[config.mk]
export PLATFORM = sky130hd
export DESIGN_NAME = draw_sequencer_flat
export DESIGN_NICKNAME = d
export VERILOG_FILES = /design/src/rtl/draw_sequencer_pkg.sv /design/src/rtl/draw_sequencer_if.sv /design/src/rtl/draw_sequencer_frame_timer.sv /design/src/rtl/draw_sequencer.sv /design/src/flat_wrapper.sv
export SDC_FILE = /design/constraint.sdc
export NUM_CORES = 1
export LEC_CHECK = 0
export ABC_AREA = 1
export CAP_MARGIN = 20
export CORE_UTILIZATION = 57
export DETAILED_ROUTE_END_ITERATION = 16
export DONT_BUFFER_PORTS = 1
export PLACE_DENSITY = 0.79
export SKIP_CTS_REPAIR_TIMING = 1
export SYNTH_ARGS = -nofsm -noshare
export SYNTH_HDL_FRONTEND = slang
export SYNTH_SLANG_ARGS = --single-unit
[constraint.sdc]
create_clock -name clock -period 1.5 [get_ports clock]
set_input_delay 0.3 -clock clock [delete_from_list [all_inputs] [get_ports clock]]
set_output_delay 0.3 -clock clock [all_outputs]
set_load 0.01 [all_outputs]
[src/rtl/draw_sequencer_pkg.sv]
// Shared definitions for the draw sequencer: FSM state encoding, ON/OFF levels,
// default frame timing and VGA field widths.
package draw_pkg;

    localparam logic ON  = 1'b1;
    localparam logic OFF = 1'b0;

    // 50 MHz / 30 fps
    localparam int unsigned DEF_FRAME_COUNT = 1666666;
    localparam int unsigned DEF_CNT_W       = 24;

    localparam int unsigned DEF_NUM_SRC  = 3;
    localparam int unsigned DEF_X_W      = 9;
    localparam int unsigned DEF_Y_W      = 8;
    localparam int unsigned DEF_COLOUR_W = 6;

    localparam logic [DEF_COLOUR_W-1:0] DEF_TRANSPARENT = 6'h3F;

    typedef enum logic [2:0] {
        ST_IDLE,
        ST_SEL,
        ST_DRAW,
        ST_GAP,
        ST_DONE
    } seq_state_e;

    // Channel index width; a single channel still needs one bit.
    function automatic int unsigned idx_width(input int unsigned n);
        return (n > 1) ? $clog2(n) : 1;
    endfunction

endpackage

[src/rtl/draw_sequencer_if.sv]
// Bundle of draw-channel handshakes, VGA write port and frame status.
// master: the sequencer; slave: control FSM, drawers and VGA adapter.
interface draw_sequencer_if #(
    parameter int unsigned NUM_SRC  = 3,
    parameter int unsigned X_W      = 9,
    parameter int unsigned Y_W      = 8,
    parameter int unsigned COLOUR_W = 6
);

    logic                         run;
    logic [NUM_SRC-1:0]           src_mask;
    logic [NUM_SRC-1:0]           src_done;
    logic [NUM_SRC-1:0]           src_write;
    logic [NUM_SRC*X_W-1:0]       src_x;
    logic [NUM_SRC*Y_W-1:0]       src_y;
    logic [NUM_SRC*COLOUR_W-1:0]  src_colour;
    logic [NUM_SRC-1:0]           src_enable;
    logic [X_W-1:0]               x_position;
    logic [Y_W-1:0]               y_position;
    logic [COLOUR_W-1:0]          colour;
    logic                         VGA_enable;
    logic                         frame_tick;
    logic                         frame_done;
    logic                         busy;
    logic                         overrun;
    logic [7:0]                   overrun_cnt;

    modport master (
        input  run, src_mask, src_done, src_write, src_x, src_y, src_colour,
        output src_enable, x_position, y_position, colour, VGA_enable,
               frame_tick, frame_done, busy, overrun, overrun_cnt
    );

    modport slave (
        output run, src_mask, src_done, src_write, src_x, src_y, src_colour,
        input  src_enable, x_position, y_position, colour, VGA_enable,
               frame_tick, frame_done, busy, overrun, overrun_cnt
    );

endinterface

[src/rtl/draw_sequencer_frame_timer.sv]
// Free-running frame pacer: counts 0..FRAME_COUNT-1 and flags the last count.
module frame_timer
    import draw_pkg::*;
#(
    parameter int unsigned FRAME_COUNT = DEF_FRAME_COUNT,
    parameter int unsigned CNT_W       = DEF_CNT_W
) (
    input  logic clk_i,
    input  logic rst_i,
    output logic tick_o
);

    localparam logic [CNT_W-1:0] LAST = CNT_W'(FRAME_COUNT - 1);

    logic [CNT_W-1:0] cnt_q;
    logic [CNT_W-1:0] cnt_d;

    // Wrap to zero after the last count of the frame.
    always_comb begin
        cnt_d = (cnt_q == LAST) ? '0 : cnt_q + CNT_W'(1);
    end

    // Counter register, independent of sequencer activity.
    always_ff @(posedge clk_i) begin
        if (rst_i) begin
            cnt_q <= '0;
        end else begin
            cnt_q <= cnt_d;
        end
    end

    assign tick_o = (cnt_q == LAST);

endmodule

[src/rtl/draw_sequencer.sv]
// Frame pacer plus draw-channel sequencer: on each frame tick grants the masked
// drawers one at a time in index order and muxes the granted drawer onto the
// registered VGA write port, dropping transparent pixels.
module draw_sequencer
    import draw_pkg::*;
#(
    parameter int unsigned NUM_SRC     = DEF_NUM_SRC,
    parameter int unsigned X_W         = DEF_X_W,
    parameter int unsigned Y_W         = DEF_Y_W,
    parameter int unsigned COLOUR_W    = DEF_COLOUR_W,
    parameter int unsigned FRAME_COUNT = DEF_FRAME_COUNT,
    parameter int unsigned CNT_W       = DEF_CNT_W,
    parameter logic [COLOUR_W-1:0] TRANSPARENT = COLOUR_W'(DEF_TRANSPARENT)
) (
    input  logic              clock,
    input  logic              reset,
    draw_sequencer_if.master  bus
);

    localparam int unsigned IDX_W = idx_width(NUM_SRC);
    // The scan cursor carries one spare bit so that stepping past the last
    // channel cannot wrap back to channel 0 when NUM_SRC is a power of two.
    localparam int unsigned CUR_W = IDX_W + 1;

    logic tick;

    seq_state_e          state_q, state_d;
    logic [CUR_W-1:0]    cur_q,   cur_d;
    logic [NUM_SRC-1:0]  mask_q,  mask_d;
    logic [NUM_SRC-1:0]  en_q,    en_d;
    logic                ovr_q,   ovr_d;
    logic [7:0]          ovc_q,   ovc_d;
    logic [X_W-1:0]      x_q,     x_d;
    logic [Y_W-1:0]      y_q,     y_d;
    logic [COLOUR_W-1:0] col_q,   col_d;
    logic                we_q,    we_d;

    logic [IDX_W-1:0]    idx;
    logic                sel_found;
    logic [IDX_W-1:0]    sel_idx;

    frame_timer #(
        .FRAME_COUNT (FRAME_COUNT),
        .CNT_W       (CNT_W)
    ) u_frame_timer (
        .clk_i  (clock),
        .rst_i  (reset),
        .tick_o (tick)
    );

    assign idx = cur_q[IDX_W-1:0];

    // Lowest latched-mask channel at or above the scan cursor.
    always_comb begin
        sel_found = OFF;
        sel_idx   = '0;
        for (int unsigned i = 0; i < NUM_SRC; i++) begin
            if (!sel_found && mask_q[i] && (i >= 32'(cur_q))) begin
                sel_found = ON;
                sel_idx   = IDX_W'(i);
            end
        end
    end

    // Sequencer next state, grant vector and overrun bookkeeping.
    always_comb begin
        state_d = state_q;
        cur_d   = cur_q;
        mask_d  = mask_q;
        en_d    = en_q;
        ovr_d   = ovr_q;
        ovc_d   = ovc_q;

        case (state_q)
            ST_IDLE: begin
                if (tick && bus.run) begin
                    state_d = ST_SEL;
                    mask_d  = bus.src_mask;
                    cur_d   = '0;
                end
            end
            ST_SEL: begin
                if (sel_found) begin
                    state_d       = ST_DRAW;
                    cur_d         = {1'b0, sel_idx};
                    en_d          = '0;
                    en_d[sel_idx] = ON;
                end else begin
                    state_d = ST_DONE;
                end
            end
            ST_DRAW: begin
                if (bus.src_done[idx]) begin
                    state_d = ST_GAP;
                    en_d    = '0;
                end
            end
            ST_GAP: begin
                state_d = ST_SEL;
                cur_d   = cur_q + CUR_W'(1);
            end
            ST_DONE: begin
                state_d = ST_IDLE;
            end
            default: begin
                state_d = ST_IDLE;
                en_d    = '0;
            end
        endcase

        if (tick && (state_q != ST_IDLE)) begin
            ovr_d = ON;
            if (ovc_q != 8'hFF) begin
                ovc_d = ovc_q + 8'd1;
            end
        end
    end

    // VGA mux: forward the granted channel, suppress transparent writes.
    always_comb begin
        x_d   = '0;
        y_d   = '0;
        col_d = '0;
        we_d  = OFF;
        if (state_q == ST_DRAW) begin
            x_d   = bus.src_x[idx*X_W +: X_W];
            y_d   = bus.src_y[idx*Y_W +: Y_W];
            col_d = bus.src_colour[idx*COLOUR_W +: COLOUR_W];
            we_d  = bus.src_write[idx] &&
                    (bus.src_colour[idx*COLOUR_W +: COLOUR_W] != TRANSPARENT);
        end
    end

    // State, grant, status and VGA output registers.
    always_ff @(posedge clock) begin
        if (reset) begin
            state_q <= ST_IDLE;
            cur_q   <= '0;
            mask_q  <= '0;
            en_q    <= '0;
            ovr_q   <= OFF;
            ovc_q   <= '0;
            x_q     <= '0;
            y_q     <= '0;
            col_q   <= '0;
            we_q    <= OFF;
        end else begin
            state_q <= state_d;
            cur_q   <= cur_d;
            mask_q  <= mask_d;
            en_q    <= en_d;
            ovr_q   <= ovr_d;
            ovc_q   <= ovc_d;
            x_q     <= x_d;
            y_q     <= y_d;
            col_q   <= col_d;
            we_q    <= we_d;
        end
    end

    assign bus.src_enable  = en_q;
    assign bus.x_position  = x_q;
    assign bus.y_position  = y_q;
    assign bus.colour      = col_q;
    assign bus.VGA_enable  = we_q;
    assign bus.frame_tick  = tick;
    assign bus.frame_done  = (state_q == ST_DONE);
    assign bus.busy        = (state_q != ST_IDLE);
    assign bus.overrun     = ovr_q;
    assign bus.overrun_cnt = ovc_q;

endmodule
[src/flat_wrapper.sv]
// flat-port wrapper written by rule: the top's interface ports become plain ports
module draw_sequencer_flat import draw_pkg::*;
#(
    parameter int unsigned NUM_SRC     = DEF_NUM_SRC,
    parameter int unsigned X_W         = DEF_X_W,
    parameter int unsigned Y_W         = DEF_Y_W,
    parameter int unsigned COLOUR_W    = DEF_COLOUR_W,
    parameter int unsigned FRAME_COUNT = DEF_FRAME_COUNT,
    parameter int unsigned CNT_W       = DEF_CNT_W,
    parameter logic [COLOUR_W-1:0] TRANSPARENT = COLOUR_W'(DEF_TRANSPARENT)
)
  (clock, reset, bus_run, bus_src_mask, bus_src_done, bus_src_write, bus_src_x, bus_src_y, bus_src_colour, bus_src_enable, bus_x_position, bus_y_position, bus_colour, bus_VGA_enable, bus_frame_tick, bus_frame_done, bus_busy, bus_overrun, bus_overrun_cnt);
  draw_sequencer_if #(.NUM_SRC(NUM_SRC), .X_W(X_W), .Y_W(Y_W), .COLOUR_W(COLOUR_W)) bus_i ();
  input  logic clock;
  input  logic reset;
  input wire logic [$bits(bus_i.run)-1:0] bus_run;
  input wire logic [$bits(bus_i.src_mask)-1:0] bus_src_mask;
  input wire logic [$bits(bus_i.src_done)-1:0] bus_src_done;
  input wire logic [$bits(bus_i.src_write)-1:0] bus_src_write;
  input wire logic [$bits(bus_i.src_x)-1:0] bus_src_x;
  input wire logic [$bits(bus_i.src_y)-1:0] bus_src_y;
  input wire logic [$bits(bus_i.src_colour)-1:0] bus_src_colour;
  output wire logic [$bits(bus_i.src_enable)-1:0] bus_src_enable;
  output wire logic [$bits(bus_i.x_position)-1:0] bus_x_position;
  output wire logic [$bits(bus_i.y_position)-1:0] bus_y_position;
  output wire logic [$bits(bus_i.colour)-1:0] bus_colour;
  output wire logic [$bits(bus_i.VGA_enable)-1:0] bus_VGA_enable;
  output wire logic [$bits(bus_i.frame_tick)-1:0] bus_frame_tick;
  output wire logic [$bits(bus_i.frame_done)-1:0] bus_frame_done;
  output wire logic [$bits(bus_i.busy)-1:0] bus_busy;
  output wire logic [$bits(bus_i.overrun)-1:0] bus_overrun;
  output wire logic [$bits(bus_i.overrun_cnt)-1:0] bus_overrun_cnt;
  assign bus_i.run = bus_run;
  assign bus_i.src_mask = bus_src_mask;
  assign bus_i.src_done = bus_src_done;
  assign bus_i.src_write = bus_src_write;
  assign bus_i.src_x = bus_src_x;
  assign bus_i.src_y = bus_src_y;
  assign bus_i.src_colour = bus_src_colour;
  assign bus_src_enable = bus_i.src_enable;
  assign bus_x_position = bus_i.x_position;
  assign bus_y_position = bus_i.y_position;
  assign bus_colour = bus_i.colour;
  assign bus_VGA_enable = bus_i.VGA_enable;
  assign bus_frame_tick = bus_i.frame_tick;
  assign bus_frame_done = bus_i.frame_done;
  assign bus_busy = bus_i.busy;
  assign bus_overrun = bus_i.overrun;
  assign bus_overrun_cnt = bus_i.overrun_cnt;
  draw_sequencer #(.NUM_SRC(NUM_SRC), .X_W(X_W), .Y_W(Y_W), .COLOUR_W(COLOUR_W), .FRAME_COUNT(FRAME_COUNT), .CNT_W(CNT_W), .TRANSPARENT(TRANSPARENT)) u_core (.clock(clock), .reset(reset), .bus(bus_i));
endmodule
Word-level counts from Yosys, hierarchy flattened
Cells that the tools add are included.
{"block": "word_totals", "ff_bits": 69, "in_bits": 81, "out_inout_bits": 39, "wordCells": 80}
{"block": "op_classes", "add_sub_neg": 3, "mul": 2, "n_lt_le_gt_ge": 6, "eq_ne": 10, "shift": 3, "n_mux": 21, "bitwise": 2, "n_reduce_logical": 22}
{"operator": "indexed part select 27 x 7 -> 9 bit", "count": 1}
{"operator": "adder 24 x 1 -> 24 bit, second input constant", "count": 1}
{"operator": "== test 24 x 21 -> 1 bit, second input constant", "count": 1}
{"operator": "indexed part select 24 x 6 -> 8 bit", "count": 1}
{"operator": "two-way mux 3 bit", "count": 7}
{"operator": "case mux 3 bit (3 select lines)", "count": 2}
{"operator": "indexed part select 18 x 6 -> 6 bit", "count": 1}
{"operator": "case mux 3 bit (4 select lines)", "count": 1}
{"operator": "logical AND 1 bit", "count": 9}
{"operator": "adder 8 x 1 -> 8 bit, second input constant", "count": 1}
{"operator": "!= test 8 bit, second input constant", "count": 1}
{"operator": "two-way mux 1 bit", "count": 7}
{"operator": "== test 3 x 2 -> 1 bit, second input constant", "count": 2}
{"operator": ">= comparator 1 x 3 -> 1 bit, first input constant", "count": 2}
{"operator": "less-than comparator 2 x 3 -> 1 bit, second input constant", "count": 2}
{"operator": "multiplier 2 x 4 -> 6 bit, second input constant", "count": 1}
{"operator": "!= test 2 x 1 -> 1 bit, second input constant", "count": 3}
{"operator": "!= test 6 bit, second input constant", "count": 1}
{"operator": "AND reduction 2 bit", "count": 3}
{"operator": "AND reduction 3 bit", "count": 2}
{"operator": "nonzero test 3 bit", "count": 2}
{"operator": "binary-select mux 1 bit (select 2 bit)", "count": 2}
{"operator": "multiplier 2 x 2 -> 4 bit, second input constant", "count": 1}
{"operator": "OR reduction 2 bit", "count": 2}
{"operator": "other kinds (11)", "count": 13}

Logic depth before layout (Yosys ltp)
{"block": "depth", "word_depth": 17, "ltp_mapped": 12, "mapped_depth_nobuf": 11}

Cells and area by module
A second synthesis with hierarchy kept.
{"block": "hier_totals", "hier_cells": 529, "hier_area_um2": 3673.5}
{"module": "draw_sequencer", "instances": 1, "cells_per_inst": 336, "area_per_inst_um2": 2329.7, "seq_area_each_um2": 900.9}
{"module": "frame_timer", "instances": 1, "cells_per_inst": 193, "area_per_inst_um2": 1343.8, "seq_area_each_um2": 480.5}

Worst setup path after synthesis
Ideal clock, no wire load.
{"block": "synth_timing", "path_type": "register to register", "start": "register u_core.cur_q[0]", "end": "register u_core.cur_q[0]", "setup_time_ns": 0.113, "arrival_ns": 1.541, "t_required_ns": 1.387, "path_slack_ns": -0.154, "path_stages_with_launch": 13, "path_buffers": 1, "synth_period_minus_slack_ns": 1.654, "cell_sequence": "dfxtp_1 -> inv_2 -> clkbuf_1 -> ha_1 -> o21bai_1 -> nand3_1 -> nand2_1 -> inv_1 -> nand3_1 -> nand3_2 -> nand2_1 -> nand2_1 -> nor2_1"}
{"block": "synth_via", "elab_chain_len": 13, "word_cells_on_any_way": 20, "classes_between": "1 x add/sub; 3 x order compare; 1 x eq/ne; 7 x mux; 8 x reduce/logical"}
{"element": "from (decl)", "line_no": "draw_sequencer.sv:28", "rtl": "logic [CUR_W-1:0] cur_q, cur_d;"}
{"element": "from (signal assigned)", "line_no": "draw_sequencer.sv:149", "rtl": "cur_q <= cur_d;"}
{"element": ">= comparator 1 x 3 -> 1 bit", "line_no": "draw_sequencer.sv:58", "rtl": "if (!sel_found && mask_q[i] && (i >= 32'(cur_q))) begin"}
{"element": "logical AND 1 bit", "line_no": "draw_sequencer.sv:58"}
{"element": "two-way mux 1 bit", "line_no": "draw_sequencer.sv:58"}
{"element": "logical NOT 1 bit", "line_no": "draw_sequencer.sv:58"}
{"element": "logical AND 1 bit (2 in a row)", "line_no": "draw_sequencer.sv:58"}
{"element": "two-way mux 1 bit", "line_no": "draw_sequencer.sv:58"}
{"element": "logical NOT 1 bit", "line_no": "draw_sequencer.sv:58"}
{"element": "logical AND 1 bit (2 in a row)", "line_no": "draw_sequencer.sv:58"}
{"element": "two-way mux 2 bit or two-way mux 1 bit (tied branches)", "line_no": "draw_sequencer.sv:58"}
{"element": "two-way mux 3 bit or != test 2 x 1 -> 1 bit (tied branches)"}
{"element": "case mux 3 bit (3 select lines) or AND reduction 3 bit (tied branches)"}
Parallel ways exist; a longest one is shown, timed or not. The select of a mux whose other input is x is not followed.
A chain may end at the register's enable or synchronous reset.

Worst setup path in the final report
{"block": "layout_timing", "start": "register u_core.u_frame_timer.cnt_q[0]", "end": "output bus_frame_tick"}
{"block": "layout_via", "elab_chain_len": 1}
{"element": "from (decl)", "line_no": "draw_sequencer_frame_timer.sv:15", "rtl": "logic [CNT_W-1:0] cnt_q;"}
{"element": "from (signal assigned)", "line_no": "draw_sequencer_frame_timer.sv:28", "rtl": "cnt_q <= cnt_d;"}
{"element": "== test 24 x 21 -> 1 bit", "line_no": "draw_sequencer_frame_timer.sv:32", "rtl": "assign tick_o = (cnt_q == LAST);"}
{"element": "to (decl)", "line_no": "flat_wrapper.sv:28", "rtl": "output wire logic [$bits(bus_i.frame_tick)-1:0] bus_frame_tick;"}
No other way between the ends.

==> results.json <==
{
  "hpwl_after_detailed_placement_um": 6860,
  "synth_ff_type": "dfxtp_1",
  "timing_worst_slew_pin_value_ns": 0.423,
  "failed_checks": "negative setup slack",
  "switchingPower_uw": 799,
  "fin_hold_ws_ns": 0.0135,
  "timing.critical_path.required_ns": 1.20,
  "hp-start": "reset",
  "share_clk_of_total_power": 0.430,
  "post-synth-top-area-fraction": 0.383,
  "routed_via_density": 5.83,
  "grt_max_degree": 25,
  "detailroute.via_count": 3904,
  "clk_latency_ns": 0.35,
  "crit_path_start_kind": "flop",
  "synth.top_cells.by_count": "106 x nand2_1, 90 x nor2_1, 69 x dfxtp_1",
  "cts_buffers": 9,
  "fraction_of_layout_instances_using_a_drive_strength_above_1": 0.348,
  "htree_num_levels": 3,
  "setup_total_negative_slack_ns": -4.03,
  "cts_buffer_depth": 2,
  "worst-r2r-setup-slack_ns": -0.19,
  "syn-cell-area_um2": 3610,
  "avgRoutedWirePerCell_um": 16.0,
  "worstHoldPathType": "in -> reg",
  "grt_pass1_wl_um": 13900,
  "count_of_pins_over_their_slew_limit": 0,
  "distinct_cells_synth": 33,
  "combPwrFrac": 0.048,
  "drt_pre_antenna_iters": 5,
  "clk_pin_slew_ns": 0.08,
  "num_rows": 28,
  "first_iter_violations": 201,
  "insertedDiodeCount": 0,
  "power.density_nw_per_um2": 733,
  "first_global_vias": 3249,
  "run_status": "finished with violations",
  "min_delay_path_depth": 1,
  "antenna_found_initial": 0,
  "fin_nets": 677,
  "final.setup_skew_ns": 0.0109,
  "yosys_warnings": 0,
  "worstRegToRegCells": 8,
  "post_synth_inst_count": 530,
  "hold_viol": 0,
  "drc": 0,
  "yosys_register_bits": 69,
  "num-fill-cells": 389,
  "timing.fmax_mhz": 560,
  "dieHeight_um": 81.5,
  "maxCapViolations": 0,
  "grt_usage": 0.270,
  "ys_seq_area_frac": 0.383,
  "root_buffer": "clkbuf_8",
  "final_area_um2": 4800,
  "total_nets_after_synthesis": 617,
  "vdd.ir_drop.worst_mv": 0.816,
  "grt-ovfl-total": 0,
  "synth_largest_area_cell": "dfxtp_1",
  "setup.worst_path.class": "reg -> out",
  "synthesis.area_per_instance_um2": 6.80,
  "overall_die_area_um2": 6650,
  "num_io_pins": 120,
  "crit_fanout": 3,
  "synth.area.top_cells": "dfxtp_1 38%, nand2_1 11%, nor2_1 9.4%",
  "power.total_mw": 3.52,
  "reg2reg_from": "u_core.u_frame_timer.cnt_q[0]",
  "post-route-period-util": 1.19,
  "final_setup_violation_count": 33,
  "tritoncts": "yes",
  "power_frac_seq": 0.522,
  "floorplan.initialDensity": 0.598,
  "gp_congestion": 0.931,
  "routed_wl_um": 10800,
  "area_delta_synth_final_pct": 33.1,
  "critical_path.startpoint": "u_core.u_frame_timer.cnt_q[0]",
  "critical_path_arrival_ns": 1.48,
  "power_report.internal_total_mw": 2.72,
  "leakage_nw": 1.87,
  "port-buffer-count": 0,
  "switching_share": 0.227,
  "final.min_clock_period_ns": 1.78,
  "floorplan.core_area_um2": 6030,
  "synthArstFlopShare": 0,
  "slew_headroom": 0.717,
  "yosysMostFrequentCell": "nand2_1",
  "cts.sinks": 69,
  "timing.critical_path.to_type": "output pin",
  "die_x_um": 81.5,
  "grt_setup_unrepaired": "true",
  "drtAntennaViolNets": 0,
  "detailed_place.area_um2": 3970,
  "worst_slack_ns": -0.284,
  "synth_enable_flop_cells": 0
}
==> flip-flops by register name (all words and copies together) (netlist names) <==
register                    count
u_core.bus.y_position           8
u_core.u_frame_timer.cnt_q     24
u_core.bus.overrun              1
u_core.bus.overrun_cnt          8
u_core.cur_q                    3
u_core.bus.x_position           9
u_core.bus.colour               6
u_core.bus.VGA_enable           1
u_core.mask_q                   3
u_core.state_q                  3
u_core.bus.src_enable           3
==> power groups by stage <==
| stage | logic [mW] | registers, mW | clock network [mW] |
|---|---|---|---|
| after floorplan | 0.0831 | 1.89 | 0 |
| after global placement | 0.106 | 1.89 | 0 |
| after detailed placement | 0.110 | 1.89 | 0 |
| after CTS | 0.111 | 1.84 | 1.53 |
| after global routing | 0.193 | 1.84 | 1.60 |
| final | 0.170 | 1.84 | 1.51 |
==> metal layers <==
layer	part of all wire	global-route usage	wire, µm
met1	0.38	0.300	4130
met3	0.088	0.0733	942
met5	0	0	0
met4	0.028	0.125	298
met2	0.50	0.475	5380
==> cell type report <==
type | instances | area, µm² | area share
inverter | 53 | 211 | 0.0441
multi-input combinational | 392 | 2300 | 0.479
sequential | 69 | 1430 | 0.297
timing repair buffer | 65 | 577 | 0.120
clock buffer | 12 | 145 | 0.0302
tap | 75 | 93.8 | 0.0196
clock inverter | 4 | 47.5 | 0.00991
==> cell families (layout without fill, tap and decap cells) <==
group / after synthesis / after routing / synth area share
compound gates: 87 / 87 / 0.128
xor+xnor: 17 / 17 / 0.0413
fa+ha+maj: 6 / 6 / 0.0208
buf+inv: 69 / 134 / 0.0760
flops: 69 / 69 / 0.383
simple gates: 282 / 282 / 0.351
==> final timing paths <==
check                              endpoint
max                          bus_frame_tick
min               u_core.bus.overrun_cnt[3]
max reg2reg  u_core.u_frame_timer.cnt_q[10]
min reg2reg                u_core.mask_q[1]
==> cells in the final DEF, fill, tap and decap left out, drive strengths merged <==
cell           n
a21oi         49
a31oi          1
and2           2
and3           1
buf           62
bufinv         1
clkbuf        14
clkinv         2
clkinvlp       1
dfxtp         69
dlygate4sd3    1
ha             6
inv           53
nand2        110
nand3         20
nand3b         1
nand4         24
nor2          95
nor3          16
nor4           2
o211ai         7
o21ai         29
o21bai         1
or2           11
xnor2          4
xor2          13
==> stage by stage <==
stage | instances | util | setup slack (ns)
floorplan | 530 | - | 0.000916
global placement | 629 | 0.659 | 0.0332
detailed placement | 629 | 0.659 | -0.0785
CTS | 645 | 0.691 | -0.400
global route | 670 | 0.797 | -0.345
finish | 670 | 0.797 | -0.284
==> worst max-delay path: stages, from the launching register on <==
cell and delay, ns:
dfxtp_4 0.38, ha_4 0.15, nand2_2 0.05, nor2_1 0.09
nand4_1 0.15, nor2_2 0.19, buf_6 0.13
Power figures use the tool's default switching activity.
